==> config.mk <==
export PLATFORM = sky130hd
export DESIGN_NAME = seven_seg_mux_flat
export DESIGN_NICKNAME = d
export VERILOG_FILES = /design/src/rtl/seven_seg_mux_if.sv /design/src/rtl/seven_seg_mux.sv /design/src/flat_wrapper.sv
export SDC_FILE = /design/constraint.sdc
export NUM_CORES = 1
export LEC_CHECK = 0
export BUFFER_PORTS_ARGS = -buffer_cell sky130_fd_sc_hd__buf_4
export CAP_MARGIN = 10
export CORE_MARGIN = 10
export CORE_UTILIZATION = 50
export CTS_BUF_LIST = sky130_fd_sc_hd__clkbuf_16
export DETAILED_ROUTE_END_ITERATION = 6
export GPL_TIMING_DRIVEN = 0
export PLACE_DENSITY = 0.71
export SLEW_MARGIN = 30
export SYNTH_ARGS = -nofsm -noshare
export SYNTH_HDL_FRONTEND = slang
export SYNTH_SLANG_ARGS = --single-unit
export TNS_END_PERCENT = 1
==> constraint.sdc <==
create_clock -name clk -period 2.4 [get_ports clk]
set_clock_uncertainty 0.1 [all_clocks]
set_input_delay 0.48 -clock clk [delete_from_list [all_inputs] [get_ports clk]]
set_output_delay 0.48 -clock clk [all_outputs]
set_load 0.005 [all_outputs]
==> src/rtl/seven_seg_mux_if.sv <==
// Display bus between game logic (master) and the seven-segment scan driver (slave).
// Inputs are captured by the driver on load; outputs are registered board-pin levels.
interface seven_seg_mux_if #(
  parameter int NUM_DIGITS = 4
);
  localparam int IDX_W = (NUM_DIGITS > 1) ? $clog2(NUM_DIGITS) : 1;

  logic [4*NUM_DIGITS-1:0] value_in;
  logic                    load;
  logic [NUM_DIGITS-1:0]   dp_in;
  logic [NUM_DIGITS-1:0]   blank_mask;
  logic [NUM_DIGITS-1:0]   blink_mask;
  logic                    lz_suppress;
  logic [6:0]              seg_out;
  logic                    dp_out;
  logic [NUM_DIGITS-1:0]   an_out;
  logic [IDX_W-1:0]        digit_idx;

  modport master (
    output value_in, load, dp_in, blank_mask, blink_mask, lz_suppress,
    input  seg_out, dp_out, an_out, digit_idx
  );

  modport slave (
    input  value_in, load, dp_in, blank_mask, blink_mask, lz_suppress,
    output seg_out, dp_out, an_out, digit_idx
  );
endinterface

==> src/rtl/seven_seg_mux.sv <==
// Round-robin scan driver for common-anode 7-seg digits; outputs lag scan/shadow state by 1 cycle.
// No backpressure: load is accepted every cycle and the display never stalls.
module seven_seg_mux #(
  parameter int NUM_DIGITS  = 4,
  parameter int REFRESH_DIV = 50000,
  parameter int BLINK_DIV   = 25000000
) (
  input logic           clk,
  input logic           rst,
  seven_seg_mux_if.slave bus
);
  localparam int IDX_W = (NUM_DIGITS > 1) ? $clog2(NUM_DIGITS) : 1;
  localparam int REF_W = $clog2(REFRESH_DIV);
  localparam int BLK_W = $clog2(BLINK_DIV);

  logic [NUM_DIGITS-1:0][3:0] val_sh;
  logic [NUM_DIGITS-1:0]      dp_sh;
  logic [NUM_DIGITS-1:0]      blank_sh;
  logic [NUM_DIGITS-1:0]      blink_sh;

  logic [REF_W-1:0] ref_cnt;
  logic [BLK_W-1:0] blk_cnt;
  logic             blink_off;
  logic [IDX_W-1:0] scan_idx;

  logic [6:0]            seg_q;
  logic                  dp_q;
  logic [NUM_DIGITS-1:0] an_q;
  logic [IDX_W-1:0]      idx_q;

  logic [NUM_DIGITS-1:0] hi_zero;
  logic                  upper_zero;
  logic                  dark;
  logic [6:0]            seg_nxt;
  logic                  dp_nxt;
  logic [NUM_DIGITS-1:0] an_nxt;

  function automatic logic [6:0] hex2seg(input logic [3:0] h);
    case (h)
      4'h0: hex2seg = 7'h40;
      4'h1: hex2seg = 7'h79;
      4'h2: hex2seg = 7'h24;
      4'h3: hex2seg = 7'h30;
      4'h4: hex2seg = 7'h19;
      4'h5: hex2seg = 7'h12;
      4'h6: hex2seg = 7'h02;
      4'h7: hex2seg = 7'h78;
      4'h8: hex2seg = 7'h00;
      4'h9: hex2seg = 7'h10;
      4'hA: hex2seg = 7'h08;
      4'hB: hex2seg = 7'h03;
      4'hC: hex2seg = 7'h46;
      4'hD: hex2seg = 7'h21;
      4'hE: hex2seg = 7'h06;
      default: hex2seg = 7'h0E;
    endcase
  endfunction

  always_ff @(posedge clk) begin
    if (rst) begin
      val_sh    <= '0;
      dp_sh     <= '0;
      blank_sh  <= '0;
      blink_sh  <= '0;
      ref_cnt   <= '0;
      blk_cnt   <= '0;
      blink_off <= 1'b0;
      scan_idx  <= '0;
    end else begin
      if (bus.load) begin
        val_sh   <= bus.value_in;
        dp_sh    <= bus.dp_in;
        blank_sh <= bus.blank_mask;
        blink_sh <= bus.blink_mask;
      end
      if (ref_cnt == REF_W'(REFRESH_DIV - 1)) begin
        ref_cnt  <= '0;
        scan_idx <= (scan_idx == IDX_W'(NUM_DIGITS - 1)) ? '0 : scan_idx + 1'b1;
      end else begin
        ref_cnt <= ref_cnt + 1'b1;
      end
      if (blk_cnt == BLK_W'(BLINK_DIV - 1)) begin
        blk_cnt   <= '0;
        blink_off <= ~blink_off;
      end else begin
        blk_cnt <= blk_cnt + 1'b1;
      end
    end
  end

  // hi_zero[k]: every nibble from k up to the top digit is zero.
  always_comb begin
    upper_zero = 1'b1;
    hi_zero    = '0;
    for (int i = NUM_DIGITS - 1; i >= 0; i--) begin
      upper_zero = upper_zero & (val_sh[i] == 4'h0);
      hi_zero[i] = upper_zero;
    end
  end

  always_comb begin
    dark = blank_sh[scan_idx]
         | (blink_sh[scan_idx] & blink_off)
         | (bus.lz_suppress & (scan_idx != '0) & hi_zero[scan_idx]);
    seg_nxt = dark ? 7'h7F : hex2seg(val_sh[scan_idx]);
    dp_nxt  = dark | ~dp_sh[scan_idx];
    // Anode stays enabled on dark digits so every digit gets the same duty cycle.
    an_nxt  = ~(NUM_DIGITS'(1) << scan_idx);
  end

  always_ff @(posedge clk) begin
    if (rst) begin
      seg_q <= 7'h7F;
      dp_q  <= 1'b1;
      an_q  <= '1;
      idx_q <= '0;
    end else begin
      seg_q <= seg_nxt;
      dp_q  <= dp_nxt;
      an_q  <= an_nxt;
      idx_q <= scan_idx;
    end
  end

  assign bus.seg_out   = seg_q;
  assign bus.dp_out    = dp_q;
  assign bus.an_out    = an_q;
  assign bus.digit_idx = idx_q;
endmodule

==> src/flat_wrapper.sv <==
// flat-port wrapper written by rule: the top's interface ports become plain ports
module seven_seg_mux_flat 
#(
  parameter int NUM_DIGITS  = 4,
  parameter int REFRESH_DIV = 50000,
  parameter int BLINK_DIV   = 25000000
)
  (clk, rst, bus_value_in, bus_load, bus_dp_in, bus_blank_mask, bus_blink_mask, bus_lz_suppress, bus_seg_out, bus_dp_out, bus_an_out, bus_digit_idx);
  seven_seg_mux_if #(.NUM_DIGITS(NUM_DIGITS)) bus_i ();
  input logic clk;
  input logic rst;
  input wire logic [$bits(bus_i.value_in)-1:0] bus_value_in;
  input wire logic [$bits(bus_i.load)-1:0] bus_load;
  input wire logic [$bits(bus_i.dp_in)-1:0] bus_dp_in;
  input wire logic [$bits(bus_i.blank_mask)-1:0] bus_blank_mask;
  input wire logic [$bits(bus_i.blink_mask)-1:0] bus_blink_mask;
  input wire logic [$bits(bus_i.lz_suppress)-1:0] bus_lz_suppress;
  output wire logic [$bits(bus_i.seg_out)-1:0] bus_seg_out;
  output wire logic [$bits(bus_i.dp_out)-1:0] bus_dp_out;
  output wire logic [$bits(bus_i.an_out)-1:0] bus_an_out;
  output wire logic [$bits(bus_i.digit_idx)-1:0] bus_digit_idx;
  assign bus_i.value_in = bus_value_in;
  assign bus_i.load = bus_load;
  assign bus_i.dp_in = bus_dp_in;
  assign bus_i.blank_mask = bus_blank_mask;
  assign bus_i.blink_mask = bus_blink_mask;
  assign bus_i.lz_suppress = bus_lz_suppress;
  assign bus_seg_out = bus_i.seg_out;
  assign bus_dp_out = bus_i.dp_out;
  assign bus_an_out = bus_i.an_out;
  assign bus_digit_idx = bus_i.digit_idx;
  seven_seg_mux #(.NUM_DIGITS(NUM_DIGITS), .REFRESH_DIV(REFRESH_DIV), .BLINK_DIV(BLINK_DIV)) u_core (.clk(clk), .rst(rst), .bus(bus_i));
endmodule
==> results.tsv, run 1 <==
stage	metric	value	unit
outcome	result of the run	completed	
final_layout	number of nets at the end of the flow	504	
die	row count	31	
pwr	Reg power frac	0.459	
yosys	combined area of all synthesized cells	3855	sq um
timing	Slew Limit Headroom	0.5264	
grt	GRT Overall Usage	0.1479	
grt	initial antenna violation count	0	
clocking	number of buffers between clock root and the deepest sink	2	
final_layout	proportion of layout cells with a drive suffix above 1	0.1961	
detailed_routing	Initial DRT Pass Iterations	4	
detailed_routing	DRC violation total after the first TritonRoute iteration	115	
worst_setup_path	cells traversed along the worst timing path	clkbuf_2, mux4_2, ha_4, a2111oi_0, a21o_1, o31ai_1	
worst_setup_path	category of the critical setup timing path	flop to flop	
yosys	library cell occupying the most area in the post-synthesis netlist	sky130_fd_sc_hd__dfxtp_1	
yosys	ranking of synthesized cells by instance count	sky130_fd_sc_hd__dfxtp_1, sky130_fd_sc_hd__nor2_1, sky130_fd_sc_hd__mux2i_1	
final_layout	Antenna Diode Count	0	
worst_setup_path	highest net fanout along the worst path	10	
worst_hold_path	Hold Crit Class	input port to flop	
timing	final worst slack	0.06104	ns
pwr	share of power burned in combinational logic	0.078	
clocking	Clock Tree Root	sky130_fd_sc_hd__clkbuf_16	
detailed_routing	antenna viol nets, final	0	
pwr	switching power share of the total	0.2076	
timing	Tightest Pin Transition	0.7104	ns
detailed_routing	Total Routed Length	8.346	mm
grt	via count of the first global-routing pass	2908	
pwr	share of power burned in the clock network	0.463	
yosys	largest cells by area after synthesis	sky130_fd_sc_hd__dfxtp_1, sky130_fd_sc_hd__mux2i_1, sky130_fd_sc_hd__nor2_1, sky130_fd_sc_hd__xor2_1, sky130_fd_sc_hd__ha_1	
pwr	Internal Pwr Total	0.002610	W
die	starting density of the core	0.5231	
die	DIE AREA	11620	sq um
worst_setup_path	Worst Path Required	2.48	ns
clocking	H-tree lvl count	3	
die	chip height	107.8	microns
pwr	Pwr Total	0.003294	W
worst_setup_path	crit-path max cell delay	0.48	ns
yosys	Mean Syn Cell Area	9.613	sq um
yosys	post-synthesis net count	445	
detailed_routing	number of design rule violations left after detail routing	0	
placement	hpwl dp	6.025	mm
die	core region area	7370	sq um
clocking	CTS sink cnt	86	
grt	wire length of the first global-routing pass	14.09	mm
worst_setup_path	critical path startpoint category	flop	
final_layout	Synth-to-Final Area Change	21.62	%
yosys	FF+latch count, synth	86	
pwr	power per standard cell area	702.6	nW/um^2
clocking	CTS clk-pin slew, worst paths	0.06	ns
yosys	warnings from Yosys	0	
die	Boundary Pins	46	
timing	setup violation total in the final timing report	0	
worst_setup_path	family with the most delay on the worst path	compound AO/OA/AOI/OAI gates	
yosys	area share of the leading cell type in the synthesized netlist	0.4466	
yosys	most frequently used flop master after synthesis	sky130_fd_sc_hd__dfxtp_1	
timing	clock period minus final worst setup slack	2.339	ns
yosys	Yosys cell types	44	
timing	final worst path period share	0.9746	
worst_setup_path	data arrival time of the critical path	2.42	ns
clocking	latest clock arrival within the worst-skew pair	0.33	ns
placement	Place WS	-0.2410	ns
die	Die Width	107.8	microns
grt	largest net degree at the start of global routing	14	
yosys	library cell with the highest instance count after synthesis	sky130_fd_sc_hd__dfxtp_1	
clocking	clock tree from TritonCTS	built	
grt	global-route congestion overflow total	0	
pwr	total leakage power	1.933	nW
detailed_routing	per-cell routed wire length	14.82	microns
timing	Fin. Hold Viols	0	
flow_run	max-capacitance violation count	0	
yosys	share of async-settable or async-resettable flops after synthesis	0	
detailed_routing	vias after detailed routing	2969	
yosys	Cells after Synth	401	
worst_setup_path	Buffers & Inverters on Critical Path	1	
placement	gpl congestion	0.8748	
pwr	maximum resistive drop on vdd	394.5	uV
timing	Max Freq	0.4275	GHz
pwr	power dissipated by switching net loads	0.0006839	W
placement	count of buffers from port buffering	44	
detailed_routing	per-cell via count in the routed design	5.274	
clocking	clock buffer count from CTS	9	
timing	worst hold slack	0.2842	ns
worst_setup_path	cell type of the slowest stage on the worst timing path	sky130_fd_sc_hd__a2111oi_0	
timing	final slew viol count	0	
yosys	number of enable-type register cells in the synthesized netlist	0	
timing	unrepaired setup endpoints after global routing	false	
worst_setup_path	type of element capturing the critical path	flop	
yosys	register area share after synthesis	0.4466	
[metrics by stage]
| stage | instance area, sq um | setup TNS, ns | utilization | std cells |
|---|---|---|---|---|
| 6_report | 4688 | 0 | 0.6362 | 563 |
| 5_1_grt | 4688 | 0 | 0.6362 | 563 |
| 4_1_cts | 4661 | 0 | 0.6324 | 560 |
| 3_5_place_dp | 4309 | -0.2410 | 0.5847 | 544 |
| 3_3_place_gp | 4309 | -0.1916 | 0.5847 | 544 |
| 2_1_floorplan | 3855 | 0 | - | 401 |
[kinds of logic (layout without fill, tap and decap cells)]
kind of cell | Yosys count | after routing | share of synthesized area
compound gates | 24 | 24 | 0.04837
fa+ha+maj | 12 | 12 | 0.03895
buf+inv | 27 | 90 | 0.03084
simple gates | 171 | 171 | 0.2184
xor+xnor | 39 | 39 | 0.08861
flops | 86 | 86 | 0.4466
mux | 42 | 42 | 0.1282
[worst register-to-register path, delay by kind of cell, from the launching register on]
family | cells | cell delay (ns)
compound gates | 3 | 0.74
mux | 1 | 0.44
flops | 1 | 0.42
buf+inv | 1 | 0.27
fa+ha+maj | 1 | 0.24
[placed cells by master (no fill, tap or decap), drive strengths merged, types with 5 or more instances in the layout]
cell,count
dfxtp,86
clkbuf,17
mux4,5
nor4,7
nand2b,6
nand4,15
nand3,20
ha,12
o211ai,5
xor2,28
nor2,83
buf,57
mux2i,34
nand2,17
inv,11
xnor2,11
and3,7
[timing repair]
action                                  4_1_cts  5_1_grt
hold endpoints to repair                      0        0
gates resized for setup                       9        2
hold buffers                                  0        0
buffers inserted                              1        3
endpoints found under the setup margin        1        2
[power groups by stage]
stage / registers, W / logic (W) / clock network [W]
global route: 0.00152 / 0.000281 / 0.00161
detailed placement: 0.00154 / 0.000249 / 0
CTS: 0.00151 / 0.000255 / 0.00155
global placement: 0.00154 / 0.000244 / 0
floorplan: 0.00153 / 0.000152 / 0
finish: 0.00151 / 0.000256 / 0.00153
[final timing paths]
check | end | slack (ns) | from | cells after the start
setup / recovery | u_core.bus.seg_out[0] | 0.06 | u_core.scan_idx[1] | 6
hold reg to reg | u_core.ref_cnt[0] | 0.36 | u_core.ref_cnt[0] | 1
hold / removal | u_core.dp_sh[0] | 0.28 | bus_dp_in[0] | 3
setup reg to reg | u_core.bus.seg_out[0] | 0.06 | u_core.scan_idx[1] | 6
[cell type report]
cell class / count / area [sq um]
flip-flops and latches: 86 / 1724
clock inverters: 6 / 102.6
inverters: 10 / 37.54
fillers: 624 / 2681
clock buffers: 9 / 225.2
multi-input cells: 288 / 2026
well taps: 99 / 123.9
plain buffers: 17 / 88.84
repair buffers: 48 / 360.3
[per-layer routing]
metal / wire length [microns] / track usage / vias up
met5: 0 / 0 / -
met4: 72 / 0.06489 / 0
met3: 442 / 0.03353 / 4
met2: 3812 / 0.2203 / 64
met1: 4019 / 0.1989 / 1392
li1: - / - / 1509
[state kept, by name, summed over array words and instances, names as in the netlist]
register,flops
u_core.bus.an_out,4
u_core.blink_sh,4
u_core.bus.digit_idx,2
u_core.bus.seg_out,7
u_core.val_sh,16
u_core.dp_sh,4
u_core.blink_off,1
u_core.bus.dp_out,1
u_core.blk_cnt,25
u_core.ref_cnt,16
u_core.scan_idx,2
u_core.blank_sh,4
(Power assumes the default switching activity.)
==> inputs of run 2 (changes only) <==
--- a/config.mk
+++ b/config.mk
@@ -12,7 +12,7 @@
 export CTS_BUF_LIST = sky130_fd_sc_hd__clkbuf_16
 export DETAILED_ROUTE_END_ITERATION = 6
 export GPL_TIMING_DRIVEN = 0
-export PLACE_DENSITY = 0.71
+export PLACE_DENSITY = 0.68
 export SLEW_MARGIN = 30
 export SYNTH_ARGS = -nofsm -noshare
 export SYNTH_HDL_FRONTEND = slang
==> constraint.sdc (replaced) <==
create_clock -name clk -period 3 [get_ports clk]
set_clock_uncertainty 0.1 [all_clocks]
set_input_delay 0.6 -clock clk [delete_from_list [all_inputs] [get_ports clk]]
set_output_delay 0.6 -clock clk [all_outputs]
set_load 0.005 [all_outputs]
==> run 2 against run 1 <==
  * Routed wire length decreased by 1.7%
  * Critical path depth increased by 2
  * Combinational power fell by 22%
  * Via count grew 0.13%
  * Highest routed layer unchanged
  * Non-clock buffer count decreased by 4
  * Critical endpoint unchanged
  * Fmax is 12% lower
  * Register-to-register slack gained 0.27 ns
==> results.tsv, run 2 (synthesis results as in run 1) <==
stage	metric	value	unit	change
outcome	result of the run	completed		
grt	via count of the first global-routing pass	2942		+1.2%
timing	Tightest Pin Transition	0.6995	ns	-0.01090 ns
timing	Fin. Hold Viols	0		unchanged
detailed_routing	Total Routed Length	8.208	mm	-1.7%
detailed_routing	per-cell via count in the routed design	5.318		+0.85%
final_layout	number of flip-flops under the largest register name	25		unchanged
worst_setup_path	category of the critical setup timing path	flop to flop		
final_layout	Cell Count, Final, Fillers Out	559		-0.71%
clocking	hold buffer count at cts	0		unchanged
timing	clock period minus final worst setup slack	2.667	ns	+0.3277 ns
timing	final worst path period share	0.8889		-0.08566
timing	setup violation total in the final timing report	0		unchanged
placement	DP Area	4309	sq um	unchanged
final_layout	top library cells by usage in the layout, fill and taps aside	sky130_fd_sc_hd__dfxtp_1, sky130_fd_sc_hd__nor2_1, sky130_fd_sc_hd__buf_4, sky130_fd_sc_hd__mux2i_1, sky130_fd_sc_hd__xor2_1		
grt	initial antenna violation count	0		unchanged
flow_run	max-capacitance violation count	0		unchanged
grt	GRT Overall Usage	0.1469		-0.0009552
worst_setup_path	highest net fanout along the worst path	10		unchanged
worst_hold_path	Hold Crit Class	flop to flop		
detailed_routing	per-cell routed wire length	14.68	microns	-0.95%
detailed_routing	antenna viol nets, final	0		unchanged
clocking	clock buffer count from CTS	9		unchanged
placement	hpwl dp	6.027	mm	about the same
die	core region area	7370	sq um	unchanged
die	starting density of the core	0.5231		unchanged
clocking	count of instances resized after the clock tree is built	0		-9
clocking	number of buffers between clock root and the deepest sink	2		unchanged
worst_setup_path	type of element capturing the critical path	flop		
pwr	maximum resistive drop on vdd	263.4	uV	-33%
grt	met1 GRT Util	0.1980		-0.0009234
placement	number of placed instances, taps included	544		unchanged
pwr	power per standard cell area	518.9	nW/um^2	-26%
final_layout	post-layout util	0.6195		-0.01664
final_layout	Sequential Area	1722	sq um	-0.14%
clocking	clock tree from TritonCTS	built		
detailed_routing	DRC violation total after the first TritonRoute iteration	119		+3.5%
clocking	latest clock arrival within the worst-skew pair	0.33	ns	about the same
pwr	total leakage power	1.880	nW	-2.7%
die	Die Width	107.8	microns	unchanged
clocking	CTS sink cnt	86		unchanged
grt	global-route congestion overflow total	0		unchanged
grt	GR Layer Usage met2	0.2164		-0.003903
final_layout	Antenna Diode Count	0		unchanged
detailed_routing	number of design rule violations left after detail routing	0		unchanged
die	chip height	107.8	microns	unchanged
clocking	Clock Tree Root	sky130_fd_sc_hd__clkbuf_16		
clocking	H-tree lvl count	3		unchanged
timing	unrepaired setup endpoints after global routing	false		
final_layout	proportion of layout cells with a drive suffix above 1	0.1739		-0.02221
placement	gpl congestion	0.8466		-3.2%
final_layout	Largest regs	u_core.blk_cnt: 25 flops, u_core.ref_cnt: 16 flops, u_core.val_sh: 16 flops		
timing	Slew Limit Headroom	0.5337		+0.007268
die	row count	31		unchanged
grt	largest net degree at the start of global routing	14		unchanged
worst_setup_path	critical path startpoint category	flop		
timing	Total Neg Setup Slack	0	ns	unchanged
detailed_routing	vias after detailed routing	2973		+0.13%
final_layout	Final Instance Area	4566	sq um	-2.6%
final_layout	Layout fillers	668		+7.1%
clocking	number of buffers added for setup after CTS	0		-1
placement	count of buffers from port buffering	44		unchanged
final_layout	area of combinational cells with multiple inputs	2014	sq um	-0.56%
final_layout	number of nets at the end of the flow	500		-0.79%
pwr	Pwr Total	0.002369	W	-28%
final_layout	Synth-to-Final Area Change	18.44	%	
die	Boundary Pins	46		unchanged
grt	wire length of the first global-routing pass	13.89	mm	-1.4%
detailed_routing	Initial DRT Pass Iterations	5		+1
timing	Max Freq	0.3750	GHz	-12%
final_layout	most common library cell in the layout ignoring fill and taps	sky130_fd_sc_hd__dfxtp_1		
grt	met3 track demand over resource	0.04731		+0.01377
worst_setup_path	Worst Path Required	3.13	ns	+0.65 ns
worst_setup_path	data arrival time of the critical path	2.80	ns	+0.38 ns
grt	global-route layer with the greatest usage	met2		
final_layout	register with the highest flop count	u_core.blk_cnt		
die	DIE AREA	11620	sq um	unchanged
timing	final slew viol count	0		unchanged
clocking	CTS clk-pin slew, worst paths	0.06	ns	about the same
## run 2: power by group
group	leakage (nW)	switching [W]	internal, W
Sequential	0.703	0.0000269	0.00118
Clock	0.132	0.000414	0.000546
Combinational	1.05	0.0000978	0.000102
## run 2: worst max-delay path, cell delays in order (launching register included)
cell,delay (ns)
sky130_fd_sc_hd__dfxtp_1,0.37
sky130_fd_sc_hd__buf_6,0.16
sky130_fd_sc_hd__buf_2,0.24
sky130_fd_sc_hd__mux4_2,0.63
sky130_fd_sc_hd__inv_1,0.15
sky130_fd_sc_hd__ha_1,0.33
sky130_fd_sc_hd__a2111oi_0,0.12
sky130_fd_sc_hd__a21o_1,0.19
sky130_fd_sc_hd__o31ai_1,0.27
## run 2: worst paths after layout
| path | depth (start not counted) | from | slack, ns | endpoint |
|---|---|---|---|---|
| worst max-delay path | 8 | u_core.scan_idx[0] | 0.33 | u_core.bus.seg_out[0] |
| worst min-delay path | 1 | u_core.ref_cnt[0] | 0.35 | u_core.ref_cnt[0] |
| worst max register to register | 8 | u_core.scan_idx[0] | 0.33 | u_core.bus.seg_out[0] |
| worst min register to register | 1 | u_core.ref_cnt[0] | 0.35 | u_core.ref_cnt[0] |
## run 2: layer usage
layer / routed length [microns] / part of all wire
met5: 0 / 0
met4: 139 / 0.017
met3: 471 / 0.057
met2: 3533 / 0.43
met1: 4063 / 0.50
## run 2: cell type report
| class | count | share of cell area |
|---|---|---|
| sequential | 86 | 0.3771 |
| buffer | 17 | 0.01781 |
| inverter | 10 | 0.008221 |
| tap | 99 | 0.02713 |
| multi-input combinational | 288 | 0.4412 |
| clock inverter | 6 | 0.006851 |
| timing repair buffer | 44 | 0.07235 |
| clock buffer | 9 | 0.04933 |
## run 2: through the flow
step | worst slack, ns | hold WS [ns]
after floorplan | 0.7635 | 0.3260
after global placement | 0.4023 | 0.3398
after detailed placement | 0.3319 | 0.3495
after CTS | 0.3204 | 0.3624
after global routing | 0.1378 | 0.3950
final | 0.3333 | 0.3540
==> inputs of run 3 (changes only) <==
--- a/config.mk
+++ b/config.mk
@@ -12,6 +12,7 @@
 export CTS_BUF_LIST = sky130_fd_sc_hd__clkbuf_16
 export DETAILED_ROUTE_END_ITERATION = 6
 export GPL_TIMING_DRIVEN = 0
+export MAX_ROUTING_LAYER = met4
 export PLACE_DENSITY = 0.68
 export SLEW_MARGIN = 30
 export SYNTH_ARGS = -nofsm -noshare
==> run 3 against run 2 <==
  * Setup slack improved by 0.00076 ns
  * Worst hold slack about the same
  * Clock power about the same
  * Routed wire length increased by 0.24%
  * First-iteration DRC count decreased by 5.9%
  * Largest cell class unchanged
  * Largest power group unchanged
==> results.tsv, run 3 (synthesis results as in run 1) <==
stage	metric	value	unit	change
pwr	share of power burned in combinational logic	0.084		about the same
die	chip height	107.8	microns	unchanged
detailed_routing	vias after detailed routing	2974		+0.034%
worst_hold_path	hold path startpoint	u_core.ref_cnt[0]		
final_layout	proportion of layout cells with a drive suffix above 1	0.1739		unchanged
timing	clock period minus final worst setup slack	2.666	ns	-0.0007580 ns
final_layout	top library cells by usage in the layout, fill and taps aside	sky130_fd_sc_hd__dfxtp_1, sky130_fd_sc_hd__nor2_1, sky130_fd_sc_hd__buf_4, sky130_fd_sc_hd__mux2i_1, sky130_fd_sc_hd__xor2_1		
worst_setup_path	crit-path max cell delay	0.63	ns	about the same
clocking	number of buffers between clock root and the deepest sink	2		unchanged
final_layout	number of nets at the end of the flow	500		unchanged
final_layout	Antenna Diode Count	0		unchanged
flow_run	max-capacitance violation count	0		unchanged
worst_hold_path	Hold Crit Class	flop to flop		
pwr	share of power burned in the clock network	0.405		about the same
worst_setup_path	highest net fanout along the worst path	10		unchanged
timing	Tightest Pin Transition	0.7013	ns	+0.001836 ns
final_layout	Largest regs	u_core.blk_cnt: 25 flops, u_core.ref_cnt: 16 flops, u_core.val_sh: 16 flops		
final_layout	Layout fillers	668		unchanged
detailed_routing	per-cell routed wire length	14.72	microns	+0.24%
timing	final worst path period share	0.8887		about the same
timing	Slew Limit Headroom	0.5325		-0.001224
worst_setup_path	data arrival time of the critical path	2.80	ns	about the same
clocking	H-tree lvl count	3		unchanged
final_layout	Final Instance Area	4566	sq um	unchanged
final_layout	post-layout util	0.6195		unchanged
final_layout	register with the highest flop count	u_core.blk_cnt		
placement	number of placed instances, taps included	544		unchanged
placement	DP Area	4309	sq um	unchanged
die	Die Width	107.8	microns	unchanged
clocking	hold buffer count at cts	0		unchanged
timing	unrepaired setup endpoints after global routing	false		
placement	gpl congestion	0.8599		+1.6%
final_layout	number of flip-flops under the largest register name	25		unchanged
timing	Max Freq	0.3751	GHz	about the same
pwr	Reg power frac	0.511		about the same
grt	global-route congestion overflow total	0		unchanged
clocking	number of buffers added for setup after CTS	0		unchanged
timing	Total Neg Setup Slack	0	ns	unchanged
timing	setup violation total in the final timing report	0		unchanged
pwr	maximum resistive drop on vdd	260.5	uV	-1.1%
die	DIE AREA	11620	sq um	unchanged
grt	largest net degree at the start of global routing	14		unchanged
clocking	count of instances resized after the clock tree is built	0		unchanged
timing	final slew viol count	0		unchanged
detailed_routing	per-cell via count in the routed design	5.320		about the same
pwr	power dissipated by switching net loads	0.0005378	W	-0.20%
clocking	CTS clk-pin slew, worst paths	0.06	ns	about the same
detailed_routing	number of design rule violations left after detail routing	0		unchanged
grt	initial antenna violation count	0		unchanged
worst_setup_path	Worst Path Required	3.13	ns	about the same
worst_setup_path	type of element capturing the critical path	flop		
detailed_routing	antenna viol nets, final	0		unchanged
die	starting density of the core	0.5231		unchanged
grt	wire length of the first global-routing pass	13.90	mm	+0.10%
die	Boundary Pins	46		unchanged
detailed_routing	Initial DRT Pass Iterations	4		-1
final_layout	most common library cell in the layout ignoring fill and taps	sky130_fd_sc_hd__dfxtp_1		
placement	Place WS	0.3319	ns	unchanged
clocking	latest clock arrival within the worst-skew pair	0.33	ns	about the same
grt	GRT Overall Usage	0.1512		+0.004324
clocking	Clock Tree Root	sky130_fd_sc_hd__clkbuf_16		
pwr	Internal Pwr Total	0.001830	W	about the same
timing	Fin. Hold Viols	0		unchanged
final_layout	Synth-to-Final Area Change	18.44	%	unchanged
pwr	power per standard cell area	518.7	nW/um^2	about the same
worst_setup_path	FF-to-FF Start	u_core.scan_idx[0]		
clocking	clock buffer count from CTS	9		unchanged
worst_setup_path	critical path startpoint category	flop		
die	core region area	7370	sq um	unchanged
final_layout	Cell Count, Final, Fillers Out	559		unchanged
clocking	CTS sink cnt	86		unchanged
worst_setup_path	cell type of the slowest stage on the worst timing path	sky130_fd_sc_hd__mux4_2		
placement	count of buffers from port buffering	44		unchanged
detailed_routing	Total Routed Length	8.228	mm	+0.24%
pwr	total leakage power	1.880	nW	unchanged
detailed_routing	DRC violation total after the first TritonRoute iteration	112		-5.9%
pwr	switching power share of the total	0.2271		-0.0003478
clocking	clock tree from TritonCTS	built		
worst_setup_path	startpoint of the worst setup timing path	u_core.scan_idx[0]		
outcome	result of the run	completed		
grt	via count of the first global-routing pass	2943		+0.034%
placement	hpwl dp	6.027	mm	unchanged
timing	final worst slack	0.3341	ns	+0.0007580 ns
worst_setup_path	cells traversed along the worst timing path	buf_6, buf_2, mux4_2, inv_1, ha_1, a2111oi_0, a21o_1, o31ai_1		
worst_setup_path	category of the critical setup timing path	flop to flop		
die	row count	31		unchanged
run 3: cell counts in the layout (fill, tap and decap cells not counted):
No cell type changed its count.
run 3: worst max-delay path, delay by kind of cell, from the launching register on:
family                     cells  cell delay, ns
muxes                          1            0.63
AOI/OAI and AO/OA              3            0.58
adders and majority gates      1            0.33
buffers and inverters          3            0.56
DFF                            1            0.37
run 3: path summary, 6_finish.rpt:
check | to | slack, ns | cells after the start
min reg2reg | u_core.ref_cnt[0] | 0.35 | 1
max | u_core.bus.seg_out[0] | 0.33 | 8
max reg2reg | u_core.bus.seg_out[0] | 0.33 | 8
min | u_core.ref_cnt[0] | 0.35 | 1
run 3: layout make-up:
type                            instances  area, sq um  area share
Timing Repair Buffer                   44        330.3     0.07235
Sequential cell                        86         1722      0.3771
Buffer                                 17        81.33     0.01781
Clock inverter                          6        31.28    0.006851
Inverter                               10        37.54    0.008221
Clock buffer                            9        225.2     0.04933
Tap cell                               99        123.9     0.02713
Multi-Input combinational cell        288         2014      0.4412
run 3: routing by layer:
layer | global-route usage | wire, microns
met1 | 0.2012 | 4149
met2 | 0.2164 | 3559
met3 | 0.04251 | 401
met4 | 0.04676 | 118
met5 | - | 0
run 3: power by group through the flow:
stage / combinational (W) / clock, W / sequential [W]
2_1_floorplan: 0.000122 / 0 / 0.00123
3_3_place_gp: 0.000195 / 0 / 0.00123
3_5_place_dp: 0.000199 / 0 / 0.00123
4_1_cts: 0.000201 / 0.000987 / 0.00121
5_1_grt: 0.000222 / 0.00103 / 0.00121
6_report: 0.000200 / 0.000959 / 0.00121
run 3: through the flow:
| step | hold WS [ns] | total power, W |
|---|---|---|
| final | 0.3540 | 0.002368 |
| after global routing | 0.3950 | 0.002467 |
| after CTS | 0.3624 | 0.002397 |
| after detailed placement | 0.3495 | 0.001433 |
| after global placement | 0.3398 | 0.001428 |
| after floorplan | 0.3260 | 0.001349 |
